**config.mk**
```make
export PLATFORM = sky130hd
export DESIGN_NAME = div_unit
export DESIGN_NICKNAME = d
export VERILOG_FILES = /design/src/rtl/div_pkg.sv /design/src/rtl/div_step.sv /design/src/rtl/div_unit.sv
export SDC_FILE = /design/constraint.sdc
export NUM_CORES = 1
export LEC_CHECK = 0
export BUFFER_PORTS_ARGS = -buffer_cell sky130_fd_sc_hd__buf_2
export CAP_MARGIN = 20
export CORE_UTILIZATION = 45
export DETAILED_ROUTE_END_ITERATION = 10
export HOLD_SLACK_MARGIN = 0.1
export SYNTH_ARGS = -nofsm -noshare
export SYNTH_HDL_FRONTEND = slang
export SYNTH_SLANG_ARGS = --single-unit
```
**constraint.sdc**
```tcl
create_clock -name clock -period 3.11 [get_ports clock]
set_clock_uncertainty 0.15 [all_clocks]
set_input_delay 0 -clock clock [delete_from_list [all_inputs] [get_ports clock]]
set_output_delay 0 -clock clock [all_outputs]
set_load 0.02 [all_outputs]
```
**src/rtl/div_pkg.sv**
```systemverilog
// Shared types and constants for the iterative restoring divider.
package div_pkg;

    localparam int unsigned DIV_WIDTH = 32;
    localparam int unsigned DIV_ITER  = 32;
    localparam int unsigned DIV_CNT_W = 6;

    localparam logic [DIV_WIDTH-1:0] DIVZERO_QUOT = 32'hFFFF_FFFF;

    typedef enum logic [1:0] {
        StIdle,
        StRun,
        StFix
    } div_state_e;

endpackage

```
**src/rtl/div_step.sv**
```systemverilog
// One combinational radix-2 restoring division step.
module div_step
    import div_pkg::*;
(
    input  logic [DIV_WIDTH-1:0] rem_in,
    input  logic                 dvd_bit,
    input  logic [DIV_WIDTH-1:0] divisor,
    output logic [DIV_WIDTH-1:0] rem_out,
    output logic                 quo_bit
);

    logic [DIV_WIDTH:0]   shifted;
    logic [DIV_WIDTH-1:0] diff;

    always_comb begin
        shifted = {rem_in, dvd_bit};
        quo_bit = (shifted >= {1'b0, divisor});
        // When the subtraction is kept the true difference fits in DIV_WIDTH bits.
        diff    = shifted[DIV_WIDTH-1:0] - divisor;
        rem_out = quo_bit ? diff : shifted[DIV_WIDTH-1:0];
    end

endmodule

```
**src/rtl/div_unit.sv**
```systemverilog
// Iterative 32-bit divider: 32 restoring steps plus one fix cycle, 33-clock latency.
// Signed operation is built in only when DIV_SIGNED_EN is defined.
module div_unit
    import div_pkg::*;
(
    input  logic                   clock,
    input  logic                   reset,
    input  logic                   d_in_oper,
    input  logic [DIV_WIDTH-1:0]   d_in_rega,
    input  logic [DIV_WIDTH-1:0]   d_in_regb,
    input  logic [4:0]             d_in_regdest,
    input  logic                   d_in_signed,
    output logic                   d_busy,
    output logic                   d_out_oper,
    output logic [2*DIV_WIDTH-1:0] d_out_divres,
    output logic [4:0]             d_out_regdest,
    output logic                   d_out_divzero
);

    div_state_e state_q, state_d;

    logic [DIV_WIDTH-1:0]   dvd_q, dsr_q, rem_q, quo_q, raw_q;
    logic [DIV_CNT_W-1:0]   cnt_q;
    logic [4:0]             tag_q;
    logic                   zero_q;
    logic                   oper_q;
    logic [2*DIV_WIDTH-1:0] divres_q;
    logic [4:0]             regdest_q;
    logic                   divzero_q;

    logic [DIV_WIDTH-1:0] dvd_mag, dsr_mag, step_rem, quo_fix, rem_fix;
    logic                 step_bit;
    logic                 last_step;

    assign last_step = (cnt_q == DIV_CNT_W'(DIV_ITER - 1));

    div_step u_step (
        .rem_in  (rem_q),
        .dvd_bit (dvd_q[DIV_WIDTH-1]),
        .divisor (dsr_q),
        .rem_out (step_rem),
        .quo_bit (step_bit)
    );

`ifdef DIV_SIGNED_EN
    logic neg_quo_q, neg_rem_q;
    logic cap_neg_quo, cap_neg_rem;

    always_ff @(posedge clock or negedge reset) begin
        if (!reset) begin
            neg_quo_q <= 1'b0;
            neg_rem_q <= 1'b0;
        end else if (state_q == StIdle && d_in_oper) begin
            neg_quo_q <= cap_neg_quo;
            neg_rem_q <= cap_neg_rem;
        end
    end
`else
    logic unused_signed;
    assign unused_signed = d_in_signed;
`endif

    // Operand magnitudes at issue
    always_comb begin
        dvd_mag = d_in_rega;
        dsr_mag = d_in_regb;
`ifdef DIV_SIGNED_EN
        cap_neg_rem = d_in_signed & d_in_rega[DIV_WIDTH-1];
        cap_neg_quo = d_in_signed & (d_in_rega[DIV_WIDTH-1] ^ d_in_regb[DIV_WIDTH-1]);
        if (cap_neg_rem) dvd_mag = -d_in_rega;
        if (d_in_signed && d_in_regb[DIV_WIDTH-1]) dsr_mag = -d_in_regb;
`endif
    end

    // State register
    always_ff @(posedge clock or negedge reset) begin
        if (!reset) state_q <= StIdle;
        else        state_q <= state_d;
    end

    // Next-state logic
    always_comb begin
        state_d = state_q;
        case (state_q)
            StIdle:  if (d_in_oper) state_d = StRun;
            StRun:   if (last_step) state_d = StFix;
            StFix:   state_d = StIdle;
            default: state_d = StIdle;
        endcase
    end

    // Outputs and sign/zero fix-up of the finished result
    always_comb begin
        d_busy  = (state_q != StIdle);
        quo_fix = quo_q;
        rem_fix = rem_q;
`ifdef DIV_SIGNED_EN
        if (neg_quo_q) quo_fix = -quo_q;
        if (neg_rem_q) rem_fix = -rem_q;
`endif
        if (zero_q) begin
            quo_fix = DIVZERO_QUOT;
            rem_fix = raw_q;
        end
    end

    always_ff @(posedge clock or negedge reset) begin
        if (!reset) begin
            dvd_q     <= '0;
            dsr_q     <= '0;
            rem_q     <= '0;
            quo_q     <= '0;
            raw_q     <= '0;
            cnt_q     <= '0;
            tag_q     <= '0;
            zero_q    <= 1'b0;
            oper_q    <= 1'b0;
            divres_q  <= '0;
            regdest_q <= '0;
            divzero_q <= 1'b0;
        end else begin
            oper_q <= 1'b0;
            case (state_q)
                StIdle: begin
                    if (d_in_oper) begin
                        dvd_q  <= dvd_mag;
                        dsr_q  <= dsr_mag;
                        raw_q  <= d_in_rega;
                        rem_q  <= '0;
                        quo_q  <= '0;
                        cnt_q  <= '0;
                        tag_q  <= d_in_regdest;
                        zero_q <= (d_in_regb == '0);
                    end
                end
                StRun: begin
                    rem_q <= step_rem;
                    quo_q <= {quo_q[DIV_WIDTH-2:0], step_bit};
                    dvd_q <= {dvd_q[DIV_WIDTH-2:0], 1'b0};
                    cnt_q <= cnt_q + DIV_CNT_W'(1);
                end
                StFix: begin
                    oper_q    <= 1'b1;
                    divres_q  <= {rem_fix, quo_fix};
                    regdest_q <= tag_q;
                    divzero_q <= zero_q;
                end
                default: ;
            endcase
        end
    end

    assign d_out_oper    = oper_q;
    assign d_out_divres  = divres_q;
    assign d_out_regdest = regdest_q;
    assign d_out_divzero = divzero_q;

endmodule

```
Word-level counts from Yosys, hierarchy flattened

Index checks and enable logic that the tools add are counted.

$lt $le $gt $ge: 1
Add/sub/neg operators: 2
Muxes and demuxes: 14
Reductions and logical operators: 7
Bitwise logic cells: 0
Equal/unequal tests: 5
Multipliers: 0
Div/mod/pow operators: 0
Shift-type cells: 0

Operators with widths:

| operator              | number |
|---|---|
| $pmux W32 S2          | 3 |
| $mux W32              | 5 |
| $ge A33 B32 Y1        | 1 |
| $logic_not A32 Y1     | 1 |
| $sub A32 B32 Y32      | 1 |
| $pmux W6 S2           | 1 |
| $add A6 B1 Y6 const B | 1 |
| $eq A6 B5 Y1 const B  | 1 |
| $mux W6               | 1 |
| $reduce_and A2 Y1     | 3 |
| $mux W2               | 2 |
| $ne A2 B2 Y1 const B  | 2 |
| $pmux W2 S2           | 1 |
| $reduce_bool A2 Y1    | 2 |
| $eq A2 B1 Y1 const B  | 1 |
| $eq A2 B2 Y1 const B  | 1 |
| $logic_not A2 Y1      | 1 |
| $mux W1               | 1 |

Bits in writable memories: 0
Logic and storage cells: 42
Memory bits (read-only): 0
Bits in latches: 0
Memories kept: 0
Input bits: 73
Output and inout bits: 72
Register bits after elaboration: 245

Logic depth before layout (Yosys ltp)

Depth in word-level cells: 3
Mapped depth: 14
Depth with buffers taken out: 13

Modules after synthesis

From an unflattened synthesis, not the netlist that was laid out.

Cells, all modules: 1,387
Area, all modules: 12,381.9 um^2

By module, submodules not included:

| module   | seq. area each (um^2) | cells each | area an instance (um^2) | times used |
|---|---|---|---|---|
| div_unit | 6,130.9               | 1,064      | 10,050.9                | 1 |
| div_step | 0.0                   | 323        | 2,331.0                 | 1 |

Worst setup path before layout

OpenSTA, ideal clock, no wires.

Kind: register to register
From: register dvd_q[31]
To: register rem_q[30]
Slack: 0.329 ns
Arrival time: 2.500 ns
Path buffers: 0
Required time: 2.829 ns
Stages on the path, launching flop included: 14
Clock period less this slack: 2.781 ns
Setup time: 0.131 ns
Cells stage by stage: dfrtp_1 -> inv_1 -> ha_1 -> fa_1 -> nor2b_4 -> o21ai_1 -> nand2b_2 -> a211oi_4 -> o31ai_1 -> nand2b_1 -> and3_1 -> or4_1 -> a31oi_1 -> o21ai_1

Word-level cells in the longest chain between the ends: 3
Elaborated cells between the ends (all ways): 4
Those cells by class: add/sub (1); order compare (1); mux (2)

RTL lines:

| element                                                   | line                           | text |
|---|---|---|
| from (decl)                                               | div_unit.sv:22                 | `logic [DIV_WIDTH-1:0] dvd_q, dsr_q, rem_q, quo_q, raw_q;` |
| from (signal assigned)                                    | div_unit.sv:126                | `dvd_q <= dvd_mag;` |
| from (signal assigned)                                    | div_unit.sv:139                | `dvd_q <= {dvd_q[DIV_WIDTH-2:0], 1'b0};` |
| $sub A32 B32 Y32 / $ge A33 B32 Y1 (equally long branches) | div_step.sv:19, div_step.sv:17 |  |
| $mux W32 *                                                | div_step.sv:20                 | `rem_out = quo_bit ? diff : shifted[DIV_WIDTH-1:0];` |
| $pmux W32 S2 *                                            | div_unit.sv:123                | `case (state_q)` |
| to (signal assigned)                                      | div_unit.sv:137                | `rem_q <= step_rem;` |
| to (decl)                                                 | div_unit.sv:22                 |  |

Mark *: on every way between the ends. The rest lies on a longest branch, timed or not.
A chain may end at the register's enable or synchronous reset.

Worst setup path in the final report

Same ends and word-level chain as after synthesis.

==> out/results.txt <==
FF+latch area - 6130 µm²
WL/cell - 16.2 µm
async set-reset flop share out of synthesis - 1.00
Area Growth Syn to Fin - 34.1%
Compound-Gate Fraction of Synth Area - 0.158
WL final - 32.7 mm
Post-route DRC - 0
CTS tree - yes
Combinational Power Share - 0.458
final core utilization - 0.623
fillcell total - 2,212
IO buf count - 143
Cell variety after synth - 57
core area - 25,500 µm²
status - finished, final reports clean
CTS H-tree lvls - 1
setup slack at placement - -0.0186 ns
Pins Over Slew Limit - 0
setup violators final - 0
post-synthesis register bit count - 245
RR Startpoint - dvd_q[31]$_DFFE_PN0P_
top post-synthesis cells by count - nand2_1 (409), dfrtp_1 (245), o21ai_0 (150), clkbuf_1 (70), nor2_1 (50)
Ports - 145
count leader, synth - nand2_1
VDD IR-drop max - 0.773 mV
cells along the critical path - inv_1, ha_4, fa_2, nor2b_4, o21ai_2, nand2b_2, a211oi_4, o31ai_2, nand2b_1, and3_1, or4_1, a31oi_1, o21ai_1
Mapped Cells - 1,344
Worst R2R End - rem_q[30]$_DFFE_PN0P_
cts bufs inserted - 28
max cap viols - 0
share of total power in the clock network - 0.231
post-route cell area - 15,900 µm²
CTS Root Cell - clkbuf_16
Hold EP - raw_q[0]$_DFFE_PN0P_
syn_nets - 1,451
Internal - 9.31 mW
largest family of logic cells by synthesized area - simple AND/OR/NAND/NOR gates
share of cells above drive strength 1 - 0.178
RSZ-0062 raised after global routing - true
later-pin clock latency in the skew report - 0.54 ns
Relative slew margins - 0.495
nets - 1,765
Seq/Total Area, Yosys - 0.518
DIE HEIGHT - 164 µm
slowest stage delay, CP - 0.47 ns
CP max FO - 3
Post-synth EDFFs - 0
Synth area leaders - dfrtp_1 (52%), nand2_1 (13%), o21ai_0 (6.3%), ha_1 (3.5%), mux2i_1 (3.3%)
Avg Cell Area, Syn - 8.80 µm²
slowest stage cell, crit path - or4_1
Detailed Routing Iterations Pass 1 - 5
CP Capture Type - register
Worst EP required - 3.38 ns
critical path arrival - 3.26 ns
Clock transition at path regs - 0.07 ns
std cell rows - 58
aggregate global routing overflow - 0
XOR/XNOR share of the synthesized area - 0.0192
Yosys top cell by area - dfrtp_1
Net Sw Frac - 0.379
Setup crit start kind - register
GRT Overall Usage - 0.248
flop-to-flop setup slack - 0.13 ns
P_leak - 7.48 nW
Placed Area - 13,300 µm²
WHS Path Cells - 4
Hold/Removal Path Class - in2reg
CP Class - reg2reg
Die Wd - 164 µm
Register-to-Register Path Depth - 13
Synth Area in Simple Gates - 0.190
gpl congestion - 0.897
initial antenna violation count - 0
critical hold path startpoint - d_in_rega[0]
PwrDens - 944 nW/µm²
largest net degree at the start of global routing - 95
ANT nets after route - 0
initial DRC count - 604
Reg power frac - 0.311
final hold vios - 0
hpwl dp - 21.0 mm
switching pwr - 5.67 mW
Post-Syn Area - 11,800 µm²
clock sink count - 245
Synth Area in Adders - 0.0366
Setup TNS - 0 ns
Initial Util - 0.465
first-pass GRT wire length - 53.1 mm
Die ar. - 27,000 µm²
total power - 15.0 mW
final worst path period share - 0.960
fmax - 0.335 GHz
area share of the largest cell type after synthesis - 0.518
post-route setup slack - 0.126 ns
prevailing post-synth register cell - dfrtp_1
area of the multi-input gates - 5290 µm²
post-DR vias/cell - 5.18
vias in the first global route - 10.6k
clk buf depth - 3
Slew @ Worst Pin - 0.757 ns
via count - 10.4k
Ys Warns - 0
final worst path period need - 2.98 ns
mux contribution to synthesized area - 0.0358
-- metal layers --
layer	vias up	track usage	share of wire
met5	-	0	0
li1	5174	-	-
met1	4983	0.307	0.44
met3	69	0.0308	0.033
met4	0	0.0863	0.034
met2	201	0.442	0.50
-- power groups by stage --
stage / clock network, mW / registers (mW) / logic [mW]
after floorplan: 0 / 4.51 / 4.51
after global placement: 0 / 4.68 / 6.41
after detailed placement: 0 / 4.71 / 6.47
after CTS: 3.52 / 4.65 / 6.75
after global routing: 3.64 / 4.75 / 7.71
final: 3.46 / 4.66 / 6.86
-- per-stage QoR --
stage	std cells	hold slack (ns)
after global routing	2010	0.132
after floorplan	1344	-0.446
final	2011	0.114
after global placement	1801	-0.0599
after CTS	2008	0.101
after detailed placement	1801	-0.0623
-- layout by cell type, fill, tap and decap left out, types with 5 or more instances in the layout --
cell	instances
a21o_1	8
a21oi_1	43
a22oi_1	30
a31oi_1	9
buf_12	6
buf_2	142
buf_4	67
clkbuf_16	29
clkbuf_8	6
clkinv_2	8
clkinvlp_4	5
dfrtp_1	244
dlygate4sd3_1	153
ha_1	32
inv_1	43
mux2i_1	39
nand2_1	408
nand3_1	37
nand4_1	12
nor2_1	48
nor3_1	5
nor4_1	11
o211ai_1	6
o21a_1	5
o21ai_0	150
o21ai_1	40
xnor2_1	14
xor2_1	12
-- worst max-delay path: cells and delay by family (launching register included) --
family / cells / cell delay, ns
and+or+nand+nor: 5 / 0.98
DFF: 1 / 0.38
buffers and inverters: 1 / 0.14
adders and majority gates: 2 / 0.41
AOI/OAI and AO/OA: 5 / 0.81
-- how the worst max path moves through the flow --
stage	startpoint	depth (start not counted)	to	slack [ns]
final	dvd_q[31]$_DFFE_PN0P_	13	rem_q[30]$_DFFE_PN0P_	0.13
after global routing	dsr_q[1]$_DFFE_PN0P_	12	rem_q[21]$_DFFE_PN0P_	-0.01
after CTS	dvd_q[31]$_DFFE_PN0P_	13	rem_q[30]$_DFFE_PN0P_	0.04
after detailed placement	dsr_q[1]$_DFFE_PN0P_	12	rem_q[3]$_DFFE_PN0P_	-0.02
after global placement	dvd_q[31]$_DFFE_PN0P_	13	rem_q[30]$_DFFE_PN0P_	0.08
after floorplan	dvd_q[31]$_DFFE_PN0P_	13	rem_q[30]$_DFFE_PN0P_	0.33
-- state kept, by name, indices dropped and copies added, names as in the netlist --
signal	count
d_out_oper	1
d_out_divres	64
d_out_divzero	1
zero_q	1
raw_q	32
cnt_q	6
rem_q	32
quo_q	32
dvd_q	32
dsr_q	32
state_q	2
tag_q	5
d_out_regdest	5
-- cell families (layout without fill, tap and decap cells) --
kind of cell / Yosys count / after routing
AND/OR/NAND/NOR: 548 / 549
multiplexers: 42 / 42
buffers and inverters: 129 / 464
other: 0 / 1
adder cells (fa/ha/maj): 34 / 34
AO/OA/AOI/OAI: 320 / 320
XOR/XNOR: 26 / 26
flip-flops: 245 / 245
-- repair_timing --
| action | 4_1_cts | 5_1_grt |
|---|---|---|
| gates cloned | 0 | 1 |
| buffers inserted | 2 | 1 |
| hold endpoints to repair | 378 | 0 |
| hold buffers | 153 | 0 |
| pin swaps | 1 | 8 |
| endpoints found under the setup margin | 1 | 26 |
| gates resized for setup | 0 | 13 |
-- cell type report --
cell class                      count  area share
Sequential cell                   245       0.387
Multi-Input combinational cell    971       0.333
Timing Repair Buffer              369       0.182
Clock buffer                       35      0.0510
Tap cell                          330      0.0260
Clock inverter                     17      0.0111
Inverter                           43      0.0102
Antenna cell                        1    0.000158
(Power assumes the default switching activity.)
